==> src/rtl/store_align_buffer_pkg.sv <==
// Shared store encodings, byte-enable masks and the FIFO beat payload.
package store_align_buffer_pkg;

    localparam logic [1:0] ST_NONE = 2'b00;
    localparam logic [1:0] ST_SB   = 2'b01;
    localparam logic [1:0] ST_SH   = 2'b10;
    localparam logic [1:0] ST_SW   = 2'b11;

    localparam logic [3:0] BE_B = 4'b0001;
    localparam logic [3:0] BE_H = 4'b0011;
    localparam logic [3:0] BE_W = 4'b1111;

    typedef struct packed {
        logic [3:0]  be;
        logic [31:0] data;
    } beat_t;

    function automatic logic [3:0] size_mask(input logic [1:0] store_type);
        case (store_type)
            ST_SB:   return BE_B;
            ST_SH:   return BE_H;
            ST_SW:   return BE_W;
            default: return 4'b0000;
        endcase
    endfunction

endpackage

==> src/rtl/store_lane_align.sv <==
// Combinational lane alignment: shifts sized store data and byte enables across an 8-byte window.
module store_lane_align
    import store_align_buffer_pkg::*;
(
    input  logic [1:0]  store_type,
    input  logic [1:0]  offset,
    input  logic [31:0] write_data,
    output logic [7:0]  be8_c,
    output logic [63:0] d64_c,
    output logic        need2_c
);

    logic [3:0]  mask;
    logic [31:0] data_m;

    always_comb begin
        mask    = size_mask(store_type);
        data_m  = write_data & {{8{mask[3]}}, {8{mask[2]}}, {8{mask[1]}}, {8{mask[0]}}};
        be8_c   = 8'(mask) << offset;
        d64_c   = 64'(data_m) << {offset, 3'b000};
        // Any enable spilling into the upper word means the store crosses a word boundary.
        need2_c = |be8_c[7:4];
    end

endmodule

==> src/rtl/store_align_buffer.sv <==
// Store path FIFO: aligns MEM-stage stores into word beats and queues them for the memory port.
module store_align_buffer
    import store_align_buffer_pkg::*;
#(
    parameter int unsigned DEPTH     = 4,
    parameter int unsigned ADDR_W    = 32,
    parameter bit          SPLIT_MIS = 1'b1
) (
    input  logic              clk,
    input  logic              reset,
    input  logic              st_valid,
    output logic              st_ready,
    input  logic [1:0]        StoreType,
    input  logic [ADDR_W-1:0] st_addr,
    input  logic [31:0]       WriteData,
    output logic              misalign_fault,
    output logic              mem_valid,
    input  logic              mem_ready,
    output logic [ADDR_W-1:0] mem_addr,
    output logic [31:0]       mem_wdata,
    output logic [3:0]        mem_be,
    input  logic [ADDR_W-1:0] ld_addr,
    output logic              ld_hazard,
    output logic              empty
);

    localparam int unsigned PTR_W  = $clog2(DEPTH);
    localparam int unsigned CNT_W  = $clog2(DEPTH + 1);
    localparam int unsigned WORD_W = ADDR_W - 2;

    logic [PTR_W-1:0]  rd_ptr_q, rd_ptr_d, wr_ptr_q, wr_ptr_d, wr_ptr_nxt;
    logic [CNT_W-1:0]  count_q, count_d, free, need;
    logic              fault_q, fault_d;
    logic [WORD_W-1:0] word_q [DEPTH];
    logic [WORD_W-1:0] word_d [DEPTH];
    beat_t             beat_q [DEPTH];
    beat_t             beat_d [DEPTH];

    logic [7:0]        be8;
    logic [63:0]       d64;
    logic              need2, need_two, mis_reject, is_none, enq, deq;
    logic [WORD_W-1:0] st_word;
    logic [ADDR_W-1:0] ld_word;

    store_lane_align u_align (
        .store_type (StoreType),
        .offset     (st_addr[1:0]),
        .write_data (WriteData),
        .be8_c      (be8),
        .d64_c      (d64),
        .need2_c    (need2)
    );

    // Acceptance uses the registered count only, so a same-cycle dequeue never frees a slot early.
    always_comb begin
        is_none    = (StoreType == ST_NONE);
        need_two   = need2 && SPLIT_MIS;
        mis_reject = need2 && !SPLIT_MIS && !is_none;
        free       = CNT_W'(DEPTH) - count_q;
        need       = need_two ? CNT_W'(2) : CNT_W'(1);
        st_ready   = is_none || mis_reject || (free >= need);
        enq        = st_valid && st_ready && !is_none && !mis_reject;
        deq        = mem_valid && mem_ready;
        st_word    = st_addr[ADDR_W-1:2];
        wr_ptr_nxt = wr_ptr_q + PTR_W'(1);
    end

    // Next-state for pointers, count, fault pulse and FIFO storage.
    always_comb begin
        rd_ptr_d = rd_ptr_q;
        wr_ptr_d = wr_ptr_q;
        count_d  = count_q;
        fault_d  = st_valid && mis_reject;
        word_d   = word_q;
        beat_d   = beat_q;
        if (enq) begin
            word_d[wr_ptr_q] = st_word;
            beat_d[wr_ptr_q] = '{be: be8[3:0], data: d64[31:0]};
            if (need_two) begin
                word_d[wr_ptr_nxt] = st_word + WORD_W'(1);
                beat_d[wr_ptr_nxt] = '{be: be8[7:4], data: d64[63:32]};
            end
            wr_ptr_d = wr_ptr_q + (need_two ? PTR_W'(2) : PTR_W'(1));
        end
        if (deq) begin
            rd_ptr_d = rd_ptr_q + PTR_W'(1);
        end
        count_d = count_q + (enq ? need : CNT_W'(0)) - (deq ? CNT_W'(1) : CNT_W'(0));
    end

    always_ff @(posedge clk) begin
        if (reset) begin
            rd_ptr_q <= '0;
            wr_ptr_q <= '0;
            count_q  <= '0;
            fault_q  <= 1'b0;
        end else begin
            rd_ptr_q <= rd_ptr_d;
            wr_ptr_q <= wr_ptr_d;
            count_q  <= count_d;
            fault_q  <= fault_d;
        end
    end

    always_ff @(posedge clk) begin
        word_q <= word_d;
        beat_q <= beat_d;
    end

    // Hazard probe: an entry is live when its distance from rd_ptr is below the registered count.
    always_comb begin
        logic [PTR_W-1:0] off;
        off       = '0;
        ld_word   = ld_addr >> 2;
        ld_hazard = 1'b0;
        for (int j = 0; j < DEPTH; j++) begin
            off = PTR_W'(j) - rd_ptr_q;
            if ((CNT_W'(off) < count_q) && (ADDR_W'(word_q[PTR_W'(j)]) == ld_word)) begin
                ld_hazard = 1'b1;
            end
        end
    end

    always_comb begin
        mem_valid      = (count_q != '0);
        empty          = (count_q == '0);
        mem_addr       = {word_q[rd_ptr_q], 2'b00};
        mem_be         = beat_q[rd_ptr_q].be;
        mem_wdata      = beat_q[rd_ptr_q].data;
        misalign_fault = fault_q;
    end

endmodule
==> config.mk <==
export PLATFORM = sky130hd
export DESIGN_NAME = store_align_buffer
export DESIGN_NICKNAME = d
export VERILOG_FILES = /design/src/rtl/store_align_buffer_pkg.sv /design/src/rtl/store_lane_align.sv /design/src/rtl/store_align_buffer.sv
export SDC_FILE = /design/constraint.sdc
export NUM_CORES = 1
export LEC_CHECK = 0
export ABC_CLOCK_PERIOD_IN_PS = 36100
export BUFFER_PORTS_ARGS = -buffer_cell sky130_fd_sc_hd__buf_2
export CAP_MARGIN = 10
export CORE_ASPECT_RATIO = 0.6
export CORE_MARGIN = 5
export CORE_UTILIZATION = 54
export CTS_CLUSTER_SIZE = 25
export DETAILED_ROUTE_END_ITERATION = 7
export HOLD_SLACK_MARGIN = 0.1
export PLACE_DENSITY = 0.74
export SLEW_MARGIN = 25
export SYNTH_ARGS = -nofsm -noshare
export SYNTH_HDL_FRONTEND = slang
export SYNTH_SLANG_ARGS = --single-unit
==> constraint.sdc <==
create_clock -name clk -period 36.1 [get_ports clk]
set_clock_uncertainty 0.15 [all_clocks]
set_input_delay 5.415 -clock clk [delete_from_list [all_inputs] [get_ports clk]]
set_output_delay 5.415 -clock clk [all_outputs]
set_load 0.005 [all_outputs]
# Word level (Yosys, flattened, before mapping)
# Cells that the tools add are included.
# totals
regBits	271
elab_cells	92
# op_classes
addsub	11
magnitude_cmp	10
n_eq_ne	6
n_shift	2
n_mux	29
bitwise	4
reduce_logical	15
# op_table
operator	n
144-bit bitwise mux	2
120-bit bitwise mux	2
36-bit demux with 2-bit select	2
144-bit two-way mux	1
36-bit two-way mux	4
30-bit demux with 2-bit select	2
120-bit two-way mux	1
30-bit two-way mux	4
36-bit binary-select mux with 2-bit select	1
32-bit by 5-bit left shift with 64-bit output	1
30-bit binary-select mux with 2-bit select	1
30-bit equality test	2
32-bit bitwise AND	1
30-bit by 1-bit adder with 30-bit output (second input constant)	1
30-bit equality test (first input constant)	1
2-bit by 3-bit < comparator with 1-bit output	4
4-bit one-hot mux with 3 select lines	1
3-bit greater-or-equal comparator (second input constant)	3
1-bit logical AND	9
2-bit NOT with 3-bit output	3
4-bit by 2-bit left shift with 8-bit output	1
3-bit by 1-bit < comparator with 1-bit output (second input constant)	2
2-bit two-way mux	3
1-bit two-way mux	5
16 further kinds	20

# Logic depth before layout (Yosys ltp)
# Gate-level depths: netlist (run 1).
# logic_depth
depth_word	12
ltp_mapped	12
mapped_depth_nobuf	12

# Hierarchy
# Synthesis (run 1) repeated with hierarchy kept, for this count alone.
# unflattened
hier_cells	1860
hier_area_um2	17723.2
# modules_own_cells
module	instances	cells_each	area_each_um2	seq_area_each_um2
store_align_buffer	1	1714	16699.8	8067.7
store_lane_align	1	146	1023.5	0.0

# Worst setup path after synthesis (run 1)
# No wires, ideal clock.
# synth_path
path_kind	input to register
start	in StoreType[0]
end	reg count_q[2]
arrival_ps	19163
path_slack_ps	16672
stages	12
path_buffers	2
path_cell_list	clkbuf_1 maj3_1 buf_2 nand2_1 a21oi_1 nor2_1 nand3_1 ha_1 inv_1 fa_1 xnor2_1 nor2_1
# synth_via
elab_chain_len	12
# synth_lines
element	line	source
start, declared	store_align_buffer.sv:13	input logic [1:0] StoreType,
2-bit equality test or 2-bit by 1-bit equality test with 1-bit output (tied branches)	store_align_buffer_pkg.sv:19	case (store_type)
4-bit one-hot mux with 3 select lines	store_align_buffer_pkg.sv:19	
4-bit by 2-bit left shift with 8-bit output	store_lane_align.sv:19	be8_c = 8'(mask) << offset;
4-bit OR reduction	store_lane_align.sv:22	need2_c = |be8_c[7:4];
2-bit two-way mux	store_align_buffer.sv:60	need = need_two ? CNT_W'(2) : CNT_W'(1);
3-bit by 2-bit greater-or-equal comparator with 1-bit output	store_align_buffer.sv:61	st_ready = is_none || mis_reject || (free >= need);
1-bit logical OR	store_align_buffer.sv:61	
1-bit logical AND (2 in a row)	store_align_buffer.sv:62	enq = st_valid && st_ready && !is_none && !mis_reject;
2-bit two-way mux *	store_align_buffer.sv:88	count_d = count_q + (enq ? need : CNT_W'(0)) - (deq ? CNT_W'(1) : CNT_W'(0));
3-bit by 2-bit adder with 3-bit output *	store_align_buffer.sv:88	
3-bit by 1-bit subtractor with 3-bit output *	store_align_buffer.sv:88	
end signal, assigned	store_align_buffer.sv:100	count_q <= count_d;
end, declared	store_align_buffer.sv:32	logic [CNT_W-1:0] count_q, count_d, free, need;
# Every way passes the cells marked *; elsewhere a longest branch is shown, timed or not.
# A chain may end at the register's enable or synchronous reset.

# Worst setup path in the final report (run 1)
# layout_path
start	in st_addr[1]
end	out st_ready
# layout_via
elab_chain_len	5
# layout_lines
element	line	source
start, declared	store_align_buffer.sv:14	input logic [ADDR_W-1:0] st_addr,
4-bit by 2-bit left shift with 8-bit output	store_lane_align.sv:19	
4-bit OR reduction	store_lane_align.sv:22	
2-bit two-way mux	store_align_buffer.sv:60	
3-bit by 2-bit greater-or-equal comparator with 1-bit output	store_align_buffer.sv:61	
1-bit logical OR	store_align_buffer.sv:61	
end, declared	store_align_buffer.sv:12	output logic st_ready,
# No other way between the ends.

==> impl_metrics.sql, run 1 <==
INSERT INTO impl_metrics (metric_group, metric, value, unit) VALUES
('synthesis', 'synth_top_family_by_area', 'compound AO/OA/AOI/OAI gates', ''),
('sta', 'maxClockFrequency', '77.30', 'MHz'),
('synthesis', 'synth_xor_area_frac', '0.03483', ''),
('place', 'post-dp-hpwl', '38.90', 'mm'),
('layout', 'drive_gt1_frac', '0.1864', ''),
('place', 'gp_congestion', '0.9685', ''),
('detailed_routing', 'wl_per_cell', '27.68', 'um'),
('synthesis', 'synthMuxAreaShare', '0.09546', ''),
('synthesis', 'seq_area_frac_synth', '0.4649', ''),
('layout', 'area.growth.synth_to_final', '10.08', '%'),
('critical_path', 'worst-setup-path-type', 'in -> out', ''),
('synthesis', 'synthSimpleGateAreaFrac', '0.1678', ''),
('detailed_routing', 'drc_errors', '0', ''),
('sta', 'final_hold_viol_count', '0', ''),
('clocking', 'cts.root.buffer_cell', 'clkbuf_16', ''),
('clocking', 'cts_repair_resize_count', '0', ''),
('critical_path', 'crit_path_end_kind', 'primary output', ''),
('layout', 'finish.cell_count_without_fillers', '2265', ''),
('grt', 'gr-total-overflow', '0', ''),
('power', 'p_leak', '6.602', 'nW'),
('clocking', 'clk_pin_slew', '0.07', 'ns'),
('place', 'io_buffer_count', '169', ''),
('clocking', 'cts_buffers', '27', ''),
('grt', 'wire_length_of_the_first_global_routing_pass', '93.39', 'mm'),
('clocking', 'clock-sinks', '271', ''),
('synthesis', 'fraction_of_the_mapped_netlist_area_in_compound_gates', '0.1816', ''),
('synthesis', 'synthMostInstantiatedCell', 'edfxtp_1', ''),
('clocking', 'postCtsHoldBufs', '0', ''),
('detailed_routing', 'totalWireLength', '62.71', 'mm'),
('grt', 'largest_net_degree_at_the_start_of_global_routing', '193', ''),
('synthesis', 'netlist-cell-type-count', '66', ''),
('hold_path', 'hold_class', 'reg -> reg', ''),
('floorplanning', 'std_cell_rows', '50', ''),
('critical_path', 'worstPathRequired', '30.53', 'ns'),
('critical_path', 'critical_path_arrival', '7.37', 'ns'),
('sta', 'tightestPinTransition', '1.204', 'ns'),
('detailed_routing', 'drt.antenna.violating_nets', '0', ''),
('floorplanning', 'die_span_in_x', '241.4', 'um'),
('floorplanning', 'fp.coreArea', '0.03141', 'mm^2'),
('synthesis', 'netlist.top_cell.by_area', 'edfxtp_1', ''),
('detailed_routing', 'drt-vias-per-instance', '7.177', ''),
('sta', 'relSlewSlack', '0.1971', ''),
('detailed_routing', 'detailedRoute.firstIterationViolations', '3010', ''),
('clocking', 'worst_skew_pair.late_latency', '0.57', 'ns'),
('critical_path', 'launch_point_of_the_worst_reg_to_reg_path', 'count_q[0]', ''),
('synthesis', 'ys_seq_elements', '271', ''),
('layout', 'num-nets-final', '1938', ''),
('job', 'maxcap_violations', '0', ''),
('synthesis', 'synth.yosys.warnings', '0', ''),
('floorplanning', 'starting_density_of_the_core', '0.5525', ''),
('sta', 'finalSetupViolations', '0', ''),
('clocking', 'cts_post_setup_buffers_inserted', '0', ''),
('grt', 'initial_antenna_violation_count', '3', ''),
('sta', 'setup_total_negative_slack', '0', 'ns'),
('power', 'vdd_drop_max', '0.08900', 'mV'),
('synthesis', 'cell_types_with_the_highest_counts_after_synthesis', 'edfxtp_1, nor2_1, nand2_1', ''),
('floorplanning', 'design.die.area', '0.03594', 'mm^2'),
('floorplanning', 'io-pin-count', '175', ''),
('detailed_routing', 'vias', '16260', ''),
('synthesis', 'synth_edf_count', '264', ''),
('synthesis', 'synthAdderAreaFrac', '0.008941', ''),
('hold_path', 'holdCritStartpoint', 'beat_q[104]', ''),
('sta', 'drv_slew', '0', ''),
('synthesis', 'netlist_area', '0.01735', 'mm^2'),
('status', 'outcome', 'finished clean', ''),
('clocking', 'ctsLongestPathBuffers', '3', ''),
('critical_path', 'crit_path_start', 'st_addr[1]', ''),
('clocking', 'tritoncts_clock_tree', 'done', ''),
('clocking', 'htree_levels', '1', ''),
('synthesis', 'ys_async_sr_fraction', '0', ''),
('detailed_routing', 'first_pass_iters', '8', '');
## where the power goes
part	switching [W]	total (W)	leakage [nW]	internal, W
Combinational	0.000371	0.000608	3.64	0.000238
Clock	0.000127	0.000278	0.405	0.000151
Sequential	0.0000788	0.000602	2.56	0.000523
## layout by cell type (no fill, tap or decap), types with 8 or more instances in the layout
| master | n |
|---|---|
| a211oi_1 | 67 |
| a21oi_1 | 140 |
| a221oi_1 | 8 |
| a22o_1 | 8 |
| a22oi_1 | 16 |
| a31oi_1 | 50 |
| a32o_1 | 8 |
| and2_1 | 8 |
| and3_1 | 25 |
| buf_2 | 169 |
| buf_4 | 22 |
| clkbuf_16 | 27 |
| clkinv_1 | 8 |
| edfxtp_1 | 264 |
| ha_1 | 10 |
| inv_1 | 18 |
| mux2_2 | 8 |
| mux2i_1 | 8 |
| mux4_2 | 66 |
| nand2_1 | 204 |
| nand3_1 | 25 |
| nand4_1 | 26 |
| nor2_1 | 247 |
| nor3_1 | 51 |
| nor4_1 | 17 |
| o21ai_0 | 50 |
| o22ai_1 | 98 |
| o32ai_1 | 11 |
| xor2_1 | 63 |
## critical path, stage by stage
cell and delay [ns]:
buf_2 0.46, maj3_1 0.67, nand2_1 0.15, a21oi_1 0.35
nand2_1 0.16, buf_2 0.16
## path summary, 6_finish.rpt
check / end / slack (ns) / cells past startpoint
max reg2reg: word_q[3] / 32.33 / 8
min: beat_q[104] / 0.44 / 2
max: st_ready / 23.16 / 6
min reg2reg: beat_q[104] / 0.44 / 2
## state kept, by name (all words and copies together) (netlist names)
signal and cells:
wr_ptr_q 2, count_q 3, rd_ptr_q 2, word_q 120, beat_q 144
## metal layers
metal | share of wire | vias up | wire, um | track usage
li1 | - | 6855 | - | -
met1 | 0.38 | 7631 | 23670 | 0.4935
met2 | 0.41 | 1558 | 25920 | 0.4656
met3 | 0.17 | 207 | 10920 | 0.1227
met4 | 0.034 | 4 | 2134 | 0.09780
met5 | 0.00096 | - | 60 | 0
## kinds of logic after synthesis
| kind of cell | after synthesis |
|---|---|
| AOI/OAI and AO/OA | 494 |
| adders and majority gates | 12 |
| DFF | 271 |
| buffers and inverters | 199 |
| xor gates and xnor gates | 69 |
| muxes | 82 |
| other | 1 |
| and+or+nand+nor | 653 |
## cell type report
class | count | area [um^2]
inverter | 19 | 71.32
multi-input combinational | 1313 | 8559
sequential | 271 | 8075
clock buffer | 32 | 694.4
timing repair buffer | 193 | 1042
antenna | 4 | 10.01
clock inverter | 17 | 128.9
fill | 2612 | 12300
tap | 416 | 520.5
## stage by stage
stage	worst slack, ns	total power [W]	cell area (um^2)	hold WS (ns)
2_1_floorplan	16.67	0.001006	17360	0.3977
3_3_place_gp	23.34	0.001171	18260	0.4169
3_5_place_dp	23.27	0.001193	18270	0.4228
4_1_cts	23.27	0.001469	19090	0.4399
5_1_grt	23.08	0.001551	19100	0.4582
6_report	23.16	0.001488	19100	0.4374
Power figures use the tool's default switching activity.
==> run 2: changes to the inputs <==
--- a/config.mk
+++ b/config.mk
@@ -5,7 +5,8 @@
 export SDC_FILE = /design/constraint.sdc
 export NUM_CORES = 1
 export LEC_CHECK = 0
-export ABC_CLOCK_PERIOD_IN_PS = 36100
+export ABC_AREA = 1
+export ABC_CLOCK_PERIOD_IN_PS = 13110
 export BUFFER_PORTS_ARGS = -buffer_cell sky130_fd_sc_hd__buf_2
 export CAP_MARGIN = 10
 export CORE_ASPECT_RATIO = 0.6
==> constraint.sdc (replaced) <==
create_clock -name clk -period 13.11 [get_ports clk]
set_clock_uncertainty 0.15 [all_clocks]
set_input_delay 1.9665 -clock clk [delete_from_list [all_inputs] [get_ports clk]]
set_output_delay 1.9665 -clock clk [all_outputs]
set_load 0.005 [all_outputs]
==> run 2 against run 1 <==
Effect of this change: power rose to 2.7 times the previous value; final cell count rose by 36%; first-iteration DRC count fell by 3.1%; clock power rose to 2.9 times the previous value; global-route usage rose by 0.83 points; critical path type is now reg -> out; highest routed layer is now met4.
==> impl_metrics.sql, run 2 <==
INSERT INTO impl_metrics (metric_group, metric, value, unit) VALUES
('critical_path', 'cpMostUsedCell', 'nand2_1', ''),
('synthesis', 'netlist_area', '0.01819', 'mm^2'),
('synthesis', 'netlist.top_cell.by_area', 'edfxtp_1', ''),
('floorplanning', 'io-pin-count', '175', ''),
('grt', 'track_usage', '0.3434', ''),
('synthesis', 'synth.area.top_cells', 'edfxtp_1, nand2_1, o21ai_0, nand3_1, nor2_1', ''),
('synthesis', 'cell_types_with_the_highest_counts_after_synthesis', 'nand2_1, o21ai_0, edfxtp_1', ''),
('synthesis', 'synthCells', '2536', ''),
('clocking', 'cts_buffers', '29', ''),
('detailed_routing', 'totalWireLength', '66.82', 'mm'),
('clocking', 'postCtsHoldBufs', '0', ''),
('layout', 'drive_gt1_frac', '0.1025', ''),
('layout', 'final_common_cell', 'nand2_1', ''),
('sta', 'postLayoutSetupSlackWorst', '7.078', 'ns'),
('synthesis', 'synth.avg_cell_area', '7.175', 'um^2'),
('job', 'maxcap_violations', '0', ''),
('detailed_routing', 'drc_errors', '0', ''),
('critical_path', 'kind_of_launch_point_of_the_worst_setup_path', 'register', ''),
('detailed_routing', 'wl_per_cell', '21.65', 'um'),
('layout', 'finish.cell_count_without_fillers', '3086', ''),
('floorplanning', 'starting_density_of_the_core', '0.5430', ''),
('power', 'vdd_drop_max', '0.1329', 'mV'),
('sta', 'setup_total_negative_slack', '0', 'ns'),
('critical_path', 'worstPathCellList', 'inv_2, buf_4, nand2_1, nand2_1, ha_1, nand2_1, nand2_1, nor2_1, nand2_1, nor2_1, nand2_1, nand3_1, buf_2', ''),
('clocking', 'cts.root.buffer_cell', 'clkbuf_16', ''),
('synthesis', 'synth_top_area_frac', '0.4357', ''),
('layout', 'regMostFlops', 'beat_q', ''),
('layout', 'largest_register_ff_count', '144', ''),
('floorplanning', 'die_span_in_x', '247.0', 'um'),
('synthesis', 'synth_flop_cell', 'edfxtp_1', ''),
('sta', 'maxClockFrequency', '165.8', 'MHz'),
('grt', 'gr-total-overflow', '0', ''),
('layout', 'layout_top_registers', 'beat_q x144, word_q x120, count_q x3', ''),
('clocking', 'worst_skew_pair.late_latency', '0.56', 'ns'),
('floorplanning', 'std_cell_rows', '52', ''),
('grt', 'wire_length_of_the_first_global_routing_pass', '101.5', 'mm'),
('power', 'powerDensity', '196.6', 'mW/mm^2'),
('detailed_routing', 'vias', '18700', ''),
('clocking', 'clock-sinks', '271', ''),
('critical_path', 'worst-setup-path-type', 'reg -> out', ''),
('grt', 'initial_antenna_violation_count', '2', ''),
('floorplanning', 'design.die.area', '0.03759', 'mm^2'),
('clocking', 'clk_pin_slew', '0.07', 'ns'),
('place', 'gp_congestion', '1.055', ''),
('floorplanning', 'fp.coreArea', '0.03351', 'mm^2'),
('critical_path', 'critical_path.slowest_cell', 'inv_2', ''),
('critical_path', 'crit_path_end_kind', 'primary output', ''),
('critical_path', 'critical-path-max-stage-delay', '0.75', 'ns'),
('place', 'post-place-cells', '3032', ''),
('critical_path', 'worst_path_bufs_invs', '3', ''),
('grt', 'grt_pass1_vias', '16960', ''),
('sta', 'min_period_over_period', '0.4601', ''),
('clocking', 'ctsLongestPathBuffers', '3', ''),
('place', 'placement_stage_worst_setup_slack', '7.299', 'ns'),
('status', 'outcome', 'finished clean', ''),
('synthesis', 'synthMostInstantiatedCell', 'nand2_1', ''),
('power', 'p_leak', '8.827', 'nW'),
('critical_path', 'r2r_slack', '9.56', 'ns'),
('layout', 'filler_instances', '3087', ''),
('clocking', 'htree_levels', '1', ''),
('detailed_routing', 'drt-vias-per-instance', '6.059', ''),
('sta', 'final_hold_viol_count', '0', ''),
('clocking', 'cts_repair_resize_count', '0', ''),
('synthesis', 'synth_edf_count', '264', ''),
('sta', 'drv_slew', '0', ''),
('critical_path', 'critPathMaxFanout', '37', ''),
('place', 'post-dp-hpwl', '42.80', 'mm'),
('grt', 'largest_net_degree_at_the_start_of_global_routing', '163', ''),
('detailed_routing', 'drt.antenna.violating_nets', '0', ''),
('synthesis', 'netlist-cell-type-count', '35', ''),
('clocking', 'tritoncts_clock_tree', 'done', ''),
('floorplanning', 'dieHeight', '152.2', 'um'),
('detailed_routing', 'detailedRoute.firstIterationViolations', '2917', ''),
('sta', 'unrepaired_setup_endpoints_after_global_routing', 'no', ''),
('hold_path', 'hold_class', 'reg -> reg', ''),
('sta', 'finalSetupViolations', '0', ''),
('place', 'io_buffer_count', '169', ''),
('layout', 'commonest_cells_after_routing_fill_and_taps_aside', 'nand2_1, o21ai_0, edfxtp_1, inv_1, nor2_1', ''),
('critical_path', 'worst_path_dominant_cell_family', 'buffers and inverters', ''),
('critical_path', 'worstPathRequired', '10.99', 'ns'),
('synthesis', 'ys_async_sr_fraction', '0', ''),
('layout', 'num-nets-final', '2717', ''),
('detailed_routing', 'first_pass_iters', '6', ''),
('synthesis', 'synth.yosys.warnings', '0', ''),
('layout', 'area.growth.synth_to_final', '10.54', '%'),
('clocking', 'cts_post_setup_buffers_inserted', '0', ''),
('sta', 'period_minus_slack', '6.032', 'ns'),
('synthesis', 'seq_area_frac_synth', '0.4434', ''),
('critical_path', 'critical_path_arrival', '3.92', 'ns'),
('synthesis', 'ys_seq_elements', '271', ''),
('sta', 'tightestPinTransition', '1.147', 'ns'),
('sta', 'relSlewSlack', '0.2352', '');
run 2: cell count changes after synthesis, sizes merged, moves of 19 or more:
cell    previous run  this run
nor3              53        15
nand3             29       208
clkbuf           130       107
a21oi            140        78
and3              29         0
a211oi            67         0
nor4              19         0
o22ai             98         7
nand2            205       841
xor2              63        18
mux4              66         0
inv               18       235
a22oi             16        67
o21ai             50       304
run 2: per-layer routing:
layer | up-vias | GRT usage | share of wire
li1 | 8584 | - | -
met1 | 8597 | 0.5304 | 0.41
met2 | 1384 | 0.4772 | 0.41
met3 | 134 | 0.1062 | 0.16
met4 | 0 | 0.06663 | 0.020
met5 | - | 0 | 0
run 2: cells by family (layout without fill, tap and decap cells):
logic type / count (synthesis) / count (layout) / share of synthesized area
other: 1 / 5 / 0.0002061
flip-flops: 271 / 271 / 0.4434
multiplexers: 2 / 2 / 0.001100
AND/OR/NAND/NOR: 1309 / 1309 / 0.2891
adder cells (fa/ha/maj): 11 / 11 / 0.007977
XOR/XNOR: 35 / 35 / 0.01685
AO/OA/AOI/OAI: 512 / 512 / 0.1567
buffers and inverters: 395 / 482 / 0.08465
run 2: worst register-to-register path, cell delays in order, from the launching register on:
cell and delay [ns]:
dfxtp_1 0.49, inv_1 0.09, ha_1 0.20, ha_1 0.26, inv_1 0.05, nor2_1 0.04
nand2_1 0.07, inv_1 0.05, nand2_1 0.11, nand2_1 0.11, nor2_4 0.10, buf_4 0.54
buf_12 0.69
run 2: power by group:
group | switching [W] | internal [W] | total [W]
Sequential | 0.000189 | 0.00138 | 0.00157
Clock | 0.000363 | 0.000445 | 0.000808
Combinational | 0.00106 | 0.000516 | 0.00157
Total | 0.00161 | 0.00234 | 0.00395
run 2: final timing paths:
kind / to / cells past startpoint / start
worst max-delay path: ld_hazard / 13 / rd_ptr_q[0]
worst min-delay path: beat_q[104] / 2 / beat_q[104]
worst max register to register: word_q[51] / 12 / count_q[0]
worst min register to register: beat_q[104] / 2 / beat_q[104]
run 2: final cells by class:
class,count,area [um^2],share of cell area
diodes,2,5.005,0.0002488
repair buffers,194,1046,0.05201
clock inverters,17,143.9,0.007154
flip-flops and latches,271,8073,0.4014
inverters,236,888.4,0.04417
multi-input cells,1872,8635,0.4293
clock buffers,35,748.2,0.03720
well taps,459,574.3,0.02855
run 2: stage by stage:
| step | hold slack (ns) | total power (W) | area (um^2) | util |
|---|---|---|---|---|
| floorplan | 0.3302 | 0.002551 | 18210 | - |
| detailed placement | 0.4269 | 0.003104 | 19220 | 0.5735 |
| CTS | 0.4432 | 0.003917 | 20110 | 0.6001 |
| global placement | 0.4112 | 0.003054 | 19220 | 0.5735 |
| finish | 0.4418 | 0.003953 | 20110 | 0.6003 |
| global route | 0.4607 | 0.004184 | 20110 | 0.6002 |
